[src/rtl/core_pkg.sv]
// Shared RV32I opcode and sequencer state encodings (instruction_mux, decoder, sequencer).
// Latency: n/a, constants only.  Backpressure: n/a.
package core_pkg;

    localparam logic [6:0] OPC_R      = 7'b0110011;
    localparam logic [6:0] OPC_I      = 7'b0010011;
    localparam logic [6:0] OPC_LOAD   = 7'b0000011;
    localparam logic [6:0] OPC_JALR   = 7'b1100111;
    localparam logic [6:0] OPC_STORE  = 7'b0100011;
    localparam logic [6:0] OPC_LUI    = 7'b0110111;
    localparam logic [6:0] OPC_AUIPC  = 7'b0010111;
    localparam logic [6:0] OPC_BRANCH = 7'b1100011;
    localparam logic [6:0] OPC_JAL    = 7'b1101111;

    typedef enum logic [2:0] {
        ST_FETCH  = 3'd0,
        ST_DECODE = 3'd1,
        ST_EXEC   = 3'd2,
        ST_MEM    = 3'd3,
        ST_WB     = 3'd4,
        ST_TRAP   = 3'd5
    } seqState_e;

endpackage

[src/rtl/core_sequencer_opcode_classifier.sv]
// Classifies a 7-bit RV32I opcode into the control classes the sequencer branches on.
// Latency: combinational.  Backpressure: none.
module opcode_classifier
    import core_pkg::*;
(
    input  logic [6:0] opcode,
    output logic       is_legal,
    output logic       is_load,
    output logic       is_store,
    output logic       is_branch,
    output logic       writes_rd
);

    always_comb begin
        is_legal  = 1'b0;
        is_load   = 1'b0;
        is_store  = 1'b0;
        is_branch = 1'b0;
        writes_rd = 1'b0;
        case (opcode)
            OPC_R, OPC_I, OPC_JALR, OPC_LUI, OPC_AUIPC, OPC_JAL: begin
                is_legal  = 1'b1;
                writes_rd = 1'b1;
            end
            OPC_LOAD: begin
                is_legal  = 1'b1;
                is_load   = 1'b1;
                writes_rd = 1'b1;
            end
            OPC_STORE: begin
                is_legal = 1'b1;
                is_store = 1'b1;
            end
            OPC_BRANCH: begin
                is_legal  = 1'b1;
                is_branch = 1'b1;
            end
            default: ;
        endcase
    end

endmodule

[src/rtl/core_sequencer.sv]
// Multi-cycle RV32I control FSM: fetch into IR, DECODE/EXEC/MEM/WB, RF/PC strobes, dmem requests.
// Latency: 3-5 cycles per instruction plus memory waits.  Backpressure: req held until ack, stalls in FETCH/MEM.
// Optional SEQ_PERF_CNT_EN adds cycle and retired-instruction counters; otherwise those ports read 0.
module core_sequencer
    import core_pkg::*;
#(
    parameter int CNT_W = 32
)
(
    input  logic             iCLK,
    input  logic             iRST,
    output logic             oIMEM_REQ,
    input  logic             iIMEM_ACK,
    input  logic [31:0]      iINSTR,
    output logic [31:0]      oIR,
    output logic [6:0]       oOPCODE,
    output logic             oDMEM_REQ,
    output logic             oDMEM_WE,
    input  logic             iDMEM_ACK,
    output logic             oRF_WE,
    output logic             oPC_WE,
    output logic             oILLEGAL,
    output logic [2:0]       oSTATE,
    output logic [CNT_W-1:0] oCYCLE_CNT,
    output logic [CNT_W-1:0] oINSTRET_CNT
);

    // Held as raw bits so the unused codes 6/7 stay representable and recoverable.
    logic [2:0]  state;
    logic [2:0]  stateNext;
    logic [31:0] ir;
    logic        illegal;

    logic        isLegal;
    logic        isLoad;
    logic        isStore;
    logic        isBranch;
    logic        writesRd;

    logic        imemReq;
    logic        dmemReq;
    logic        dmemWe;
    logic        rfWe;
    logic        pcWe;

    opcode_classifier uClassifier (
        .opcode    (ir[6:0]),
        .is_legal  (isLegal),
        .is_load   (isLoad),
        .is_store  (isStore),
        .is_branch (isBranch),
        .writes_rd (writesRd)
    );

    always_ff @(posedge iCLK or posedge iRST) begin
        if (iRST) begin
            state <= ST_FETCH;
        end else begin
            state <= stateNext;
        end
    end

    always_comb begin
        stateNext = state;
        case (state)
            ST_FETCH: begin
                if (iIMEM_ACK) begin
                    stateNext = ST_DECODE;
                end
            end
            ST_DECODE: stateNext = isLegal ? ST_EXEC : ST_TRAP;
            ST_EXEC: begin
                if (isLoad || isStore) begin
                    stateNext = ST_MEM;
                end else if (isBranch) begin
                    stateNext = ST_FETCH;
                end else begin
                    stateNext = ST_WB;
                end
            end
            ST_MEM: begin
                if (iDMEM_ACK) begin
                    stateNext = isStore ? ST_FETCH : ST_WB;
                end
            end
            ST_WB:   stateNext = ST_FETCH;
            ST_TRAP: stateNext = ST_TRAP;
            default: stateNext = ST_FETCH;
        endcase
    end

    always_comb begin
        imemReq = 1'b0;
        dmemReq = 1'b0;
        dmemWe  = 1'b0;
        rfWe    = 1'b0;
        pcWe    = 1'b0;
        case (state)
            ST_FETCH: imemReq = 1'b1;
            ST_EXEC:  pcWe    = isBranch;
            ST_MEM: begin
                dmemReq = 1'b1;
                dmemWe  = isStore;
                pcWe    = isStore && iDMEM_ACK;
            end
            ST_WB: begin
                rfWe = writesRd && (ir[11:7] != 5'd0);
                pcWe = 1'b1;
            end
            default: ;
        endcase
    end

    // Reset forces FETCH, so the fetch request must be masked while reset is held.
    assign oIMEM_REQ = imemReq && !iRST;
    assign oDMEM_REQ = dmemReq;
    assign oDMEM_WE  = dmemWe;
    assign oRF_WE    = rfWe;
    assign oPC_WE    = pcWe;
    assign oSTATE    = state;
    assign oIR       = ir;
    assign oOPCODE   = ir[6:0];
    assign oILLEGAL  = illegal;

    always_ff @(posedge iCLK or posedge iRST) begin
        if (iRST) begin
            ir <= '0;
        end else if (state == ST_FETCH && iIMEM_ACK) begin
            ir <= iINSTR;
        end
    end

    always_ff @(posedge iCLK or posedge iRST) begin
        if (iRST) begin
            illegal <= 1'b0;
        end else if (state == ST_DECODE && !isLegal) begin
            illegal <= 1'b1;
        end
    end

`ifdef SEQ_PERF_CNT_EN
    localparam logic [CNT_W-1:0] CNT_ONE = {{(CNT_W-1){1'b0}}, 1'b1};

    logic [CNT_W-1:0] cycleCnt;
    logic [CNT_W-1:0] instretCnt;

    always_ff @(posedge iCLK or posedge iRST) begin
        if (iRST) begin
            cycleCnt   <= '0;
            instretCnt <= '0;
        end else begin
            cycleCnt <= cycleCnt + CNT_ONE;
            if (pcWe) begin
                instretCnt <= instretCnt + CNT_ONE;
            end
        end
    end

    assign oCYCLE_CNT   = cycleCnt;
    assign oINSTRET_CNT = instretCnt;
`else
    assign oCYCLE_CNT   = '0;
    assign oINSTRET_CNT = '0;
`endif

endmodule
[config.mk]
export PLATFORM = sky130hd
export DESIGN_NAME = core_sequencer
export DESIGN_NICKNAME = d
export VERILOG_FILES = /design/src/rtl/core_pkg.sv /design/src/rtl/core_sequencer_opcode_classifier.sv /design/src/rtl/core_sequencer.sv
export SDC_FILE = /design/constraint.sdc
export NUM_CORES = 1
export LEC_CHECK = 0
export CORE_MARGIN = 8
export CORE_UTILIZATION = 55
export DETAILED_ROUTE_END_ITERATION = 8
export DONT_BUFFER_PORTS = 1
export PLACE_DENSITY_LB_ADDON = 0.25
export SKIP_LAST_GASP = 1
export SYNTH_ARGS = -nofsm -noshare
export SYNTH_HDL_FRONTEND = slang
export SYNTH_SLANG_ARGS = --single-unit
[constraint.sdc]
create_clock -name iCLK -period 1.5 [get_ports iCLK]
set_clock_uncertainty 0.05 [all_clocks]
set_input_delay 0.15 -clock iCLK [delete_from_list [all_inputs] [get_ports iCLK]]
set_output_delay 0.15 -clock iCLK [all_outputs]
set_load 0.01 [all_outputs]
Word-level counts from Yosys, hierarchy flattened. Cells that the tools add are included.

Equal/unequal tests: 16. Reduce and logical (&&, ||, !) cells: 13. Mux-type cells: 17.

Operator list (count): == test 7 x 6 -> 1 bit (second input constant) (3); == test 7 bit (second input constant) (3); 2-to-1 mux 3 bit (6); case mux 3 bit (5 select lines) (1); == test 7 x 5 -> 1 bit (second input constant) (2); 2-to-1 mux 1 bit (9); OR reduction 9 bit (1); == test 7 x 2 -> 1 bit (second input constant) (1); OR reduction 7 bit (1); == test 3 x 2 -> 1 bit (second input constant) (2); == test 3 bit (second input constant) (2); logical AND 1 bit (5); nonzero test 5 bit (1); != test 2 bit (second input constant) (2); == test 3 x 1 -> 1 bit (second input constant) (1); zero test 3 bit (1); case mux 1 bit (3 select lines) (1); zero test 1 bit (2); AND reduction 2 bit (1); logical OR 1 bit (1).

Register bits after elaboration: 36. Output and inout bits: 112. Word-level logic and storage cells: 49. Input bits: 36.

Longest topological paths before layout. Gate-level depths: netlist of the first run.

Word-level depth: 5. Mapped depth: 5. Gate-level depth less buffers: 4.

Cells and area by module. Synthesis of the first run repeated with hierarchy kept, for this count alone.

Cells, all modules: 199. Area, all modules: 2183.3 µm².

Modules (own cells, without submodules): core_sequencer (cells an instance 183, area each 2087.0 µm², instances 1); opcode_classifier (cells an instance 16, area each 96.3 µm², instances 1).

Least setup slack after synthesis of the first run. OpenSTA, ideal clock, no wires.

Path type: reg-to-output. Start point: reg ir[6] (netlist: oIR[6]). End point: out oPC_WE. Arrival: 1.483 ns. Path buffers: 0. Cell stages (with the launch flop): 4. Setup slack: -0.183 ns. Cell sequence: dfrtp_1 -> or4_1 -> nor3_2 -> o2bb2ai_1.

Word-level cells in the longest chain between the ends: 4.

Ends and longest elaborated chain: start, declared (line core_sequencer.sv:31) `logic [31:0] ir;`; start signal, assigned (line core_sequencer.sv:129) `ir <= iINSTR;`; == test 7 x 6 -> 1 bit (line core_sequencer_opcode_classifier.sv:20) `case (opcode)`; 2-to-1 mux 1 bit (line core_sequencer_opcode_classifier.sv:20); logical AND 1 bit (line core_sequencer.sv:104) `pcWe = isStore && iDMEM_ACK;`; case mux 1 bit (3 select lines) (*) (line core_sequencer.sv:98) `case (state)`; end, declared (line core_sequencer.sv:21) `output logic oPC_WE,`.

Every way passes the cells marked *; elsewhere a longest branch is shown, timed or not.

Worst setup path in the final report of the first run.
Start point: reg ir[0] (netlist: oIR[0]). End point: out oPC_WE.

Same word-level chain as after synthesis.

==> insert_results.sql, run 1 <==
INSERT INTO impl_metrics (metric_group, metric, value, unit) VALUES
('outcome', 'status', 'finished with violations', ''),
('outcome', 'violations', 'negative setup slack', ''),
('sta', 'hold_fails_final_rpt', '0', ''),
('pwr', 'power_per_cell_area', '1942', 'mW/mm²'),
('layout', 'drive_gt1_share', '38.46', '%'),
('synthesis', 'ys_warn_count', '0', ''),
('grt', 'grt-ovfl-total', '0', ''),
('layout', 'antenna_cells_inserted', '0', ''),
('layout', 'syn2layout_area_growth', '33.53', '%'),
('grt', 'grt_pass1_wl', '9128', 'µm'),
('worst_setup_path', 'timing.critical_path.slowest_stage_cell', 'sky130_fd_sc_hd__or4_4', ''),
('floorplanning', 'coreArea', '0.003716', 'mm²'),
('pwr', 'fin_total_pwr', '5.605', 'mW'),
('grt', 'grt_start_max_net_pins', '21', ''),
('layout', 'post-route-cell-area', '0.002885', 'mm²'),
('synthesis', 'synthFlopType', 'sky130_fd_sc_hd__dfrtp_1', ''),
('clock_network', 'cts.sinks', '36', ''),
('place', 'placement.io_buffers', '0', ''),
('place', 'place.detailed.hpwl', '3942', 'µm'),
('worst_setup_path', 'critical_path_cell_sequence', 'nand2_2 -> or4_4 -> a2bb2oi_2 -> o2bb2ai_2 -> buf_4', ''),
('sta', 'postLayoutSetupSlackWorst', '-0.3891', 'ns'),
('synthesis', 'synth.cell_area', '0.002161', 'mm²'),
('sta', 'final.min_clock_period', '1.889', 'ns'),
('synthesis', 'number_of_enable_type_register_cells_in_the_synthesized_netlist', '0', ''),
('routing', 'detailedRoute.firstIterationViolations', '64', ''),
('place', 'placed_area', '0.002125', 'mm²'),
('layout', 'layout.filler_cells', '241', ''),
('floorplanning', 'fp.dieW', '78.68', 'µm'),
('worst_hold_path', 'worstHoldPathType', 'in2reg', ''),
('worst_setup_path', 'critical_path_peak_fanout', '4', ''),
('worst_setup_path', 'crit_arrival', '1.69', 'ns'),
('sta', 'fmaxAchievable', '529.4', 'MHz'),
('sta', 'drv_slew', '0', ''),
('clock_network', 'tritoncts', 'done', ''),
('floorplanning', 'floorplan.io_pins', '148', ''),
('routing', 'route.detailed.drc', '0', ''),
('sta', 'final-setup-viol-count', '40', ''),
('routing', 'postRouteAntennaNets', '0', ''),
('synthesis', 'ys_seq_elements', '36', ''),
('synthesis', 'post_synth_inst_count', '191', ''),
('floorplanning', 'floorplan.initialDensity', '58.15', '%'),
('floorplanning', 'die_area', '0.006191', 'mm²'),
('synthesis', 'syn_avg_cell_area', '11.31', 'µm²'),
('routing', 'route.vias.total', '1473', ''),
('grt', 'track_usage', '18.68', '%'),
('synthesis', 'share_of_synthesized_area_occupied_by_flip_flops_and_latches', '41.69', '%'),
('worst_setup_path', 'worst_path_largest_cell_delay', '0.54', 'ns'),
('routing', 'viasPerCell', '4.782', ''),
('worst_setup_path', 'cp-start-kind', 'flop', ''),
('clock_network', 'cts_buffer_depth', '2', ''),
('place', 'globalplace.congestion', '0.7094', ''),
('synthesis', 'yosys-top-cells-area', 'sky130_fd_sc_hd__dfrtp_1, sky130_fd_sc_hd__buf_4, sky130_fd_sc_hd__mux2_2', ''),
('synthesis', 'synthDominantAreaCellType', 'sky130_fd_sc_hd__dfrtp_1', ''),
('grt', 'grt_antenna_before_repair', '0', ''),
('routing', 'wirelength', '6039', 'µm'),
('sta', 'rsz_0062_raised_after_global_routing', 'true', ''),
('pwr', 'power.leakage', '1.397', 'nW'),
('worst_setup_path', 'critPathTopFamily', 'simple AND/OR/NAND/NOR gates', ''),
('worst_setup_path', 'setup.worst_path.class', 'reg2out', ''),
('worst_setup_path', 'cp_data_required_time', '1.30', 'ns'),
('synthesis', 'ys_async_sr_fraction', '100.0', '%'),
('floorplanning', 'row_count', '22', ''),
('clock_network', 'clock_pin_slew_worst_setup_and_hold_paths', '0.07', 'ns'),
('layout', 'final_stage_net_count', '296', ''),
('layout', 'instances_no_fill', '308', ''),
('grt', 'via_count_of_the_first_global_routing_pass', '1616', ''),
('sta', 'period_share', '125.9', '%'),
('synthesis', 'synth_largest_type_area_fraction', '41.69', '%'),
('clock_network', 'cts_inserted_buffers', '5', ''),
('run', 'maxCapViolCount', '0', ''),
('synthesis', 'netlist_top_cells_count', 'sky130_fd_sc_hd__buf_4, sky130_fd_sc_hd__dfrtp_1, sky130_fd_sc_hd__mux2_2', '');
==> metrics by stage <==
stage | setup TNS, ns | setup slack (ns) | hold WS, ns
floorplan | -3.980 | -0.1377 | 0.2347
global placement | -1.411 | -0.07050 | 0.04379
detailed placement | -2.095 | -0.09485 | 0.03945
CTS | -5.485 | -0.4145 | 0.1368
global route | -8.695 | -0.4397 | 0.2137
finish | -6.813 | -0.3891 | 0.1752
==> report_power, final <==
| group | total (mW) | internal [mW] | switching [mW] |
|---|---|---|---|
| registers | 2.03 | 1.46 | 0.570 |
| logic | 2.84 | 1.61 | 1.22 |
| clock network | 0.741 | 0.409 | 0.332 |
==> registers in the layout, indices dropped and copies added (netlist names) <==
register / cells
oILLEGAL: 1
oSTATE: 3
oIR: 32
==> worst reg2reg max path, cell delays in order (launching register included) <==
cell	delay, ns
sky130_fd_sc_hd__dfrtp_2	0.43
sky130_fd_sc_hd__buf_6	0.13
sky130_fd_sc_hd__nor4b_4	0.33
sky130_fd_sc_hd__buf_6	0.19
sky130_fd_sc_hd__buf_16	0.14
sky130_fd_sc_hd__mux2_4	0.31
==> layout by cell type, fill, tap and decap left out, types with 2 or more instances in the layout <==
master and n:
sky130_fd_sc_hd__dlygate4sd3_1 33, sky130_fd_sc_hd__a21oi_1 3, sky130_fd_sc_hd__conb_1 64, sky130_fd_sc_hd__mux2_4 32, sky130_fd_sc_hd__o21ai_0 4, sky130_fd_sc_hd__clkbuf_8 7
sky130_fd_sc_hd__dfrtp_2 3, sky130_fd_sc_hd__buf_6 5, sky130_fd_sc_hd__nand2_1 2, sky130_fd_sc_hd__dfrtp_1 33, sky130_fd_sc_hd__inv_1 2, sky130_fd_sc_hd__nand3_1 3
sky130_fd_sc_hd__nor2_1 6, sky130_fd_sc_hd__a21o_1 2, sky130_fd_sc_hd__buf_8 2, sky130_fd_sc_hd__nor2b_1 2, sky130_fd_sc_hd__nand2_2 2, sky130_fd_sc_hd__buf_4 32
sky130_fd_sc_hd__or4_4 2
==> area by class of cell <==
cell class                      instances  area [µm²]  share of cell area (%)
Multi-Input combinational cell        140        1087                   37.68
Sequential cell                        36       904.6                   31.35
Timing Repair Buffer                   75       729.5                   25.28
Clock buffer                            7       96.34                   3.339
Tap cell                               48       60.06                   2.082
Inverter                                2       7.507                  0.2602
==> per-layer routing <==
layer	GRT usage (%)	vias to the layer above	wire length, µm
li1	-	641	-
met1	20.03	726	2168
met2	32.39	101	3042
met3	9.226	5	791
met4	3.889	0	37
met5	0	-	0
==> logic make-up (layout without fill, tap and decap cells) <==
logic type	count (synthesis)	in the layout	synth area share, %
simple gates	29	29	8.280
mux	32	32	18.41
compound gates	15	15	4.458
buf+inv	78	84	26.98
other cells	1	64	0.1735
flops	36	36	41.69
==> path summary, 6_finish.rpt <==
path,depth (start not counted),slack (ns),from,to
worst min-delay path,4,0.18,iIMEM_ACK,oSTATE[2]
worst max-delay path,5,-0.39,oIR[0],oPC_WE
worst min register to register,1,0.52,oILLEGAL,oILLEGAL
min in group asynchronous,3,0.34,iRST,oILLEGAL
worst max register to register,5,-0.21,oSTATE[1],oIR[13]
max in group asynchronous,3,0.83,iRST,oIR[14]
==> what timing repair did <==
| item | CTS | global route |
|---|---|---|
| pin swaps | 8 | 8 |
| endpoints found under the setup margin | 40 | 40 |
| buffers inserted | 7 | 4 |
| resized for setup | 37 | 13 |
| hold endpoints to repair | 68 | 0 |
| hold buffers | 33 | 0 |
| cloned | 3 | 0 |
No activity file was read; power rests on OpenSTA's default activity.
==> run 2: changes to the inputs <==
--- a/config.mk
+++ b/config.mk
@@ -11,2 +11,3 @@
 export DONT_BUFFER_PORTS = 1
+export MAX_ROUTING_LAYER = met4
 export PLACE_DENSITY_LB_ADDON = 0.25
@@ -16 +17,2 @@
 export SYNTH_SLANG_ARGS = --single-unit
+export TNS_END_PERCENT = 5
==> constraint.sdc (replaced) <==
create_clock -name iCLK -period 1.5 [get_ports iCLK]
set_clock_uncertainty 0.05 [all_clocks]
set_input_delay 0.3 -clock iCLK [delete_from_list [all_inputs] [get_ports iCLK]]
set_output_delay 0.3 -clock iCLK [all_outputs]
set_load 0.01 [all_outputs]
==> run 2 against run 1 <==
  * The run still ends with negative setup slack left
  * Global-route usage decreased by 3.1 points
  * Register-to-register slack got worse by 0.03 ns
  * Sequential share of layout area increased by 7.9 points
  * Worst setup slack got worse by 0.061 ns
  * First-iteration DRC count decreased by 23%
  * Die area unchanged
  * Fmax decreased by 3.1%
  * Critical endpoint unchanged
  * Largest power group unchanged
==> insert_results.sql, run 2 (synthesis gave the netlist of run 1 again) <==
INSERT INTO impl_metrics (metric_group, metric, value, unit) VALUES
('outcome', 'status', 'finished with violations', ''),
('outcome', 'violations', 'negative setup slack', ''),
('worst_setup_path', 'timing.rr.start', 'oSTATE[1]', ''),
('worst_setup_path', 'timing.reg2reg.worst_path_depth', '4', ''),
('layout', 'layout.filler_cells', '307', ''),
('worst_setup_path', 'timing.critical_path.slowest_stage_cell', 'sky130_fd_sc_hd__or4_4', ''),
('place', 'globalplace.congestion', '0.7309', ''),
('sta', 'fin_worst_hold_slack', '0.09434', 'ns'),
('layout', 'drive_gt1_share', '36.82', '%'),
('layout', 'post-route-cell-area', '0.002303', 'mm²'),
('clock_network', 'cts_inserted_buffers', '5', ''),
('routing', 'route.detailed.drc', '0', ''),
('place', 'placement.io_buffers', '0', ''),
('routing', 'drt_first_pass_iters', '4', ''),
('floorplanning', 'coreArea', '0.003716', 'mm²'),
('place', 'placed_area', '0.002131', 'mm²'),
('worst_setup_path', 'setup.worst_path.class', 'reg2out', ''),
('clock_network', 'clock_pin_slew_worst_setup_and_hold_paths', '0.07', 'ns'),
('floorplanning', 'floorplan.io_pins', '148', ''),
('worst_hold_path', 'worstHoldPathType', 'in2reg', ''),
('routing', 'detailedRoute.firstIterationViolations', '49', ''),
('worst_setup_path', 'critPathBufInv', '0', ''),
('grt', 'track_usage', '15.54', '%'),
('pwr', 'clk_pwr_share', '14.5', '%'),
('worst_setup_path', 'cp-start-kind', 'flop', ''),
('pwr', 'power.share.combinational', '44.1', '%'),
('worst_setup_path', 'critical_path_cell_sequence', 'or4_4 -> nor3_4 -> o2bb2ai_2', ''),
('layout', 'layout.cells.most_common_list', 'sky130_fd_sc_hd__conb_1, sky130_fd_sc_hd__dfrtp_1, sky130_fd_sc_hd__buf_4', ''),
('sta', 'rsz_0062_raised_after_global_routing', 'true', ''),
('clock_network', 'cts.sinks', '36', ''),
('worst_setup_path', 'cp_data_required_time', '1.15', 'ns'),
('sta', 'hold_fails_final_rpt', '0', ''),
('routing', 'viasPerCell', '4.709', ''),
('layout', 'register_area', '904.6', 'µm²'),
('pwr', 'power_per_cell_area', '2107', 'mW/mm²'),
('grt', 'grt_antenna_before_repair', '0', ''),
('layout', 'largest_register_ff_count', '32', ''),
('worst_setup_path', 'timing.critical_path.to_type', 'output pin', ''),
('floorplanning', 'fp.dieH', '78.68', 'µm'),
('worst_setup_path', 'r2r_end', 'oIR[11]', ''),
('worst_hold_path', 'worstHoldEndpoint', 'oIR[23]', ''),
('worst_hold_path', 'holdCritStartpoint', 'iINSTR[23]', ''),
('clock_network', 'cts_buffer_depth', '2', ''),
('worst_setup_path', 'timing.reg2reg.setup_slack', '-0.24', 'ns'),
('run', 'maxCapViolCount', '0', ''),
('pwr', 'power_report.internal_total', '2.965', 'mW'),
('floorplanning', 'row_count', '22', ''),
('worst_setup_path', 'critical_path_peak_fanout', '3', ''),
('floorplanning', 'die_area', '0.006191', 'mm²'),
('floorplanning', 'fp.dieW', '78.68', 'µm'),
('pwr', 'total_switching_power', '1.888', 'mW'),
('layout', 'mostFrequentLayoutCell', 'sky130_fd_sc_hd__conb_1', ''),
('grt', 'via_count_of_the_first_global_routing_pass', '1381', ''),
('place', 'place.detailed.hpwl', '3991', 'µm'),
('sta', 'final.min_clock_period', '1.950', 'ns'),
('sta', 'period_share', '130.0', '%'),
('layout', 'syn2layout_area_growth', '6.601', '%'),
('grt', 'grt_start_max_net_pins', '37', ''),
('worst_setup_path', 'timing.critical_path.depth', '3', ''),
('grt', 'grt-ovfl-total', '0', ''),
('clock_network', 'clock_latency', '0.29', 'ns'),
('sta', 'fmaxAchievable', '512.7', 'MHz'),
('worst_setup_path', 'crit_arrival', '1.60', 'ns'),
('pwr', 'ir_worst_vdd', '1180', 'µV'),
('routing', 'route.vias.total', '1262', ''),
('routing', 'postRouteAntennaNets', '0', ''),
('grt', 'grt_pass1_wl', '7424', 'µm'),
('layout', 'final_stage_net_count', '255', ''),
('clock_network', 'tritoncts', 'done', ''),
('routing', 'wirelength', '4966', 'µm'),
('sta', 'final-setup-viol-count', '41', ''),
('pwr', 'seq_power_share', '41.4', '%'),
('floorplanning', 'floorplan.initialDensity', '58.15', '%'),
('sta', 'postLayoutSetupSlackWorst', '-0.4504', 'ns'),
('sta', 'drv_slew', '0', ''),
('worst_setup_path', 'worst_path_largest_cell_delay', '0.56', 'ns'),
('worst_hold_path', 'worst_hold_path.num_cells', '1', ''),
('worst_setup_path', 'critPathTopFamily', 'simple AND/OR/NAND/NOR gates', ''),
('clock_network', 'clockRootBuffer', 'sky130_fd_sc_hd__clkbuf_8', ''),
('pwr', 'power.share.switching', '38.90', '%'),
('clock_network', 'htreeDepth', '2', ''),
('layout', 'antenna_cells_inserted', '0', ''),
('routing', 'avgRoutedWirePerCell', '18.53', 'µm'),
('layout', 'multi_input_area', '963.4', 'µm²'),
('pwr', 'power.leakage', '1.114', 'nW');
run 2: power by group through the flow:
stage	registers, mW	logic (mW)	clock network (mW)
6_report	2.01	2.14	0.703
2_1_floorplan	2.04	1.44	0
4_1_cts	2.00	2.10	0.720
3_5_place_dp	2.02	2.00	0
3_3_place_gp	1.99	1.93	0
5_1_grt	2.08	2.31	0.767
run 2: area by class of cell:
| type | count | area share, % |
|---|---|---|
| tap | 48 | 2.607 |
| clock inverter | 1 | 0.3259 |
| sequential | 36 | 39.27 |
| inverter | 2 | 0.3259 |
| multi-input combinational | 140 | 41.83 |
| timing repair buffer | 34 | 11.90 |
| clock buffer | 7 | 3.748 |
run 2: worst max-delay path by stage:
stage / start / to / slack, ns
2_1_floorplan: oIR[4] / oPC_WE / -0.19
3_3_place_gp: oSTATE[1] / oRF_WE / -0.17
3_5_place_dp: oSTATE[1] / oRF_WE / -0.24
4_1_cts: oIR[3] / oPC_WE / -0.45
5_1_grt: oIR[4] / oPC_WE / -0.51
6_report: oIR[4] / oPC_WE / -0.45
run 2: repair_timing:
action / CTS / global route
hold endpoints to repair: 36 / 0
hold buffers: 1 / 0
pin swaps: 3 / 2
resized for setup: 5 / 5
setup endpoints to repair: 39 / 43
setup buffers: 3 / 1
run 2: worst reg2reg max path, delay by kind of cell, from the launching register on:
kind	cells	cell delay (ns)
flops	1	0.46
buf+inv	2	0.39
mux	1	0.37
simple gates	1	0.35
run 2: per-stage QoR:
stage	cells	power, mW	util, %	setup TNS, ns	worst slack, ns
floorplan	254	3.481	-	-4.982	-0.1868
global placement	255	3.916	57.34	-2.553	-0.1744
detailed placement	255	4.019	57.34	-3.409	-0.2390
CTS	267	4.820	61.28	-4.661	-0.4547
global route	268	5.154	61.99	-11.30	-0.5111
finish	268	4.853	61.99	-8.684	-0.4504
run 2: layer usage:
layer	vias up	GRT usage [%]	share of wire (%)	wire length (µm)
met2	87	26.35	50	2501
li1	563	-	-	-
met4	0	6.296	2.0	97
met1	604	14.78	33	1657
met3	8	7.631	14	710
met5	-	-	0	0
==> run 3: changes to the inputs <==
Settings changed: CTS_CLUSTER_DIAMETER from default to 50, SLEW_MARGIN from default to 25.
==> results of run 3 <==
Final layout, timing and power as in run 2 (identical DEF).
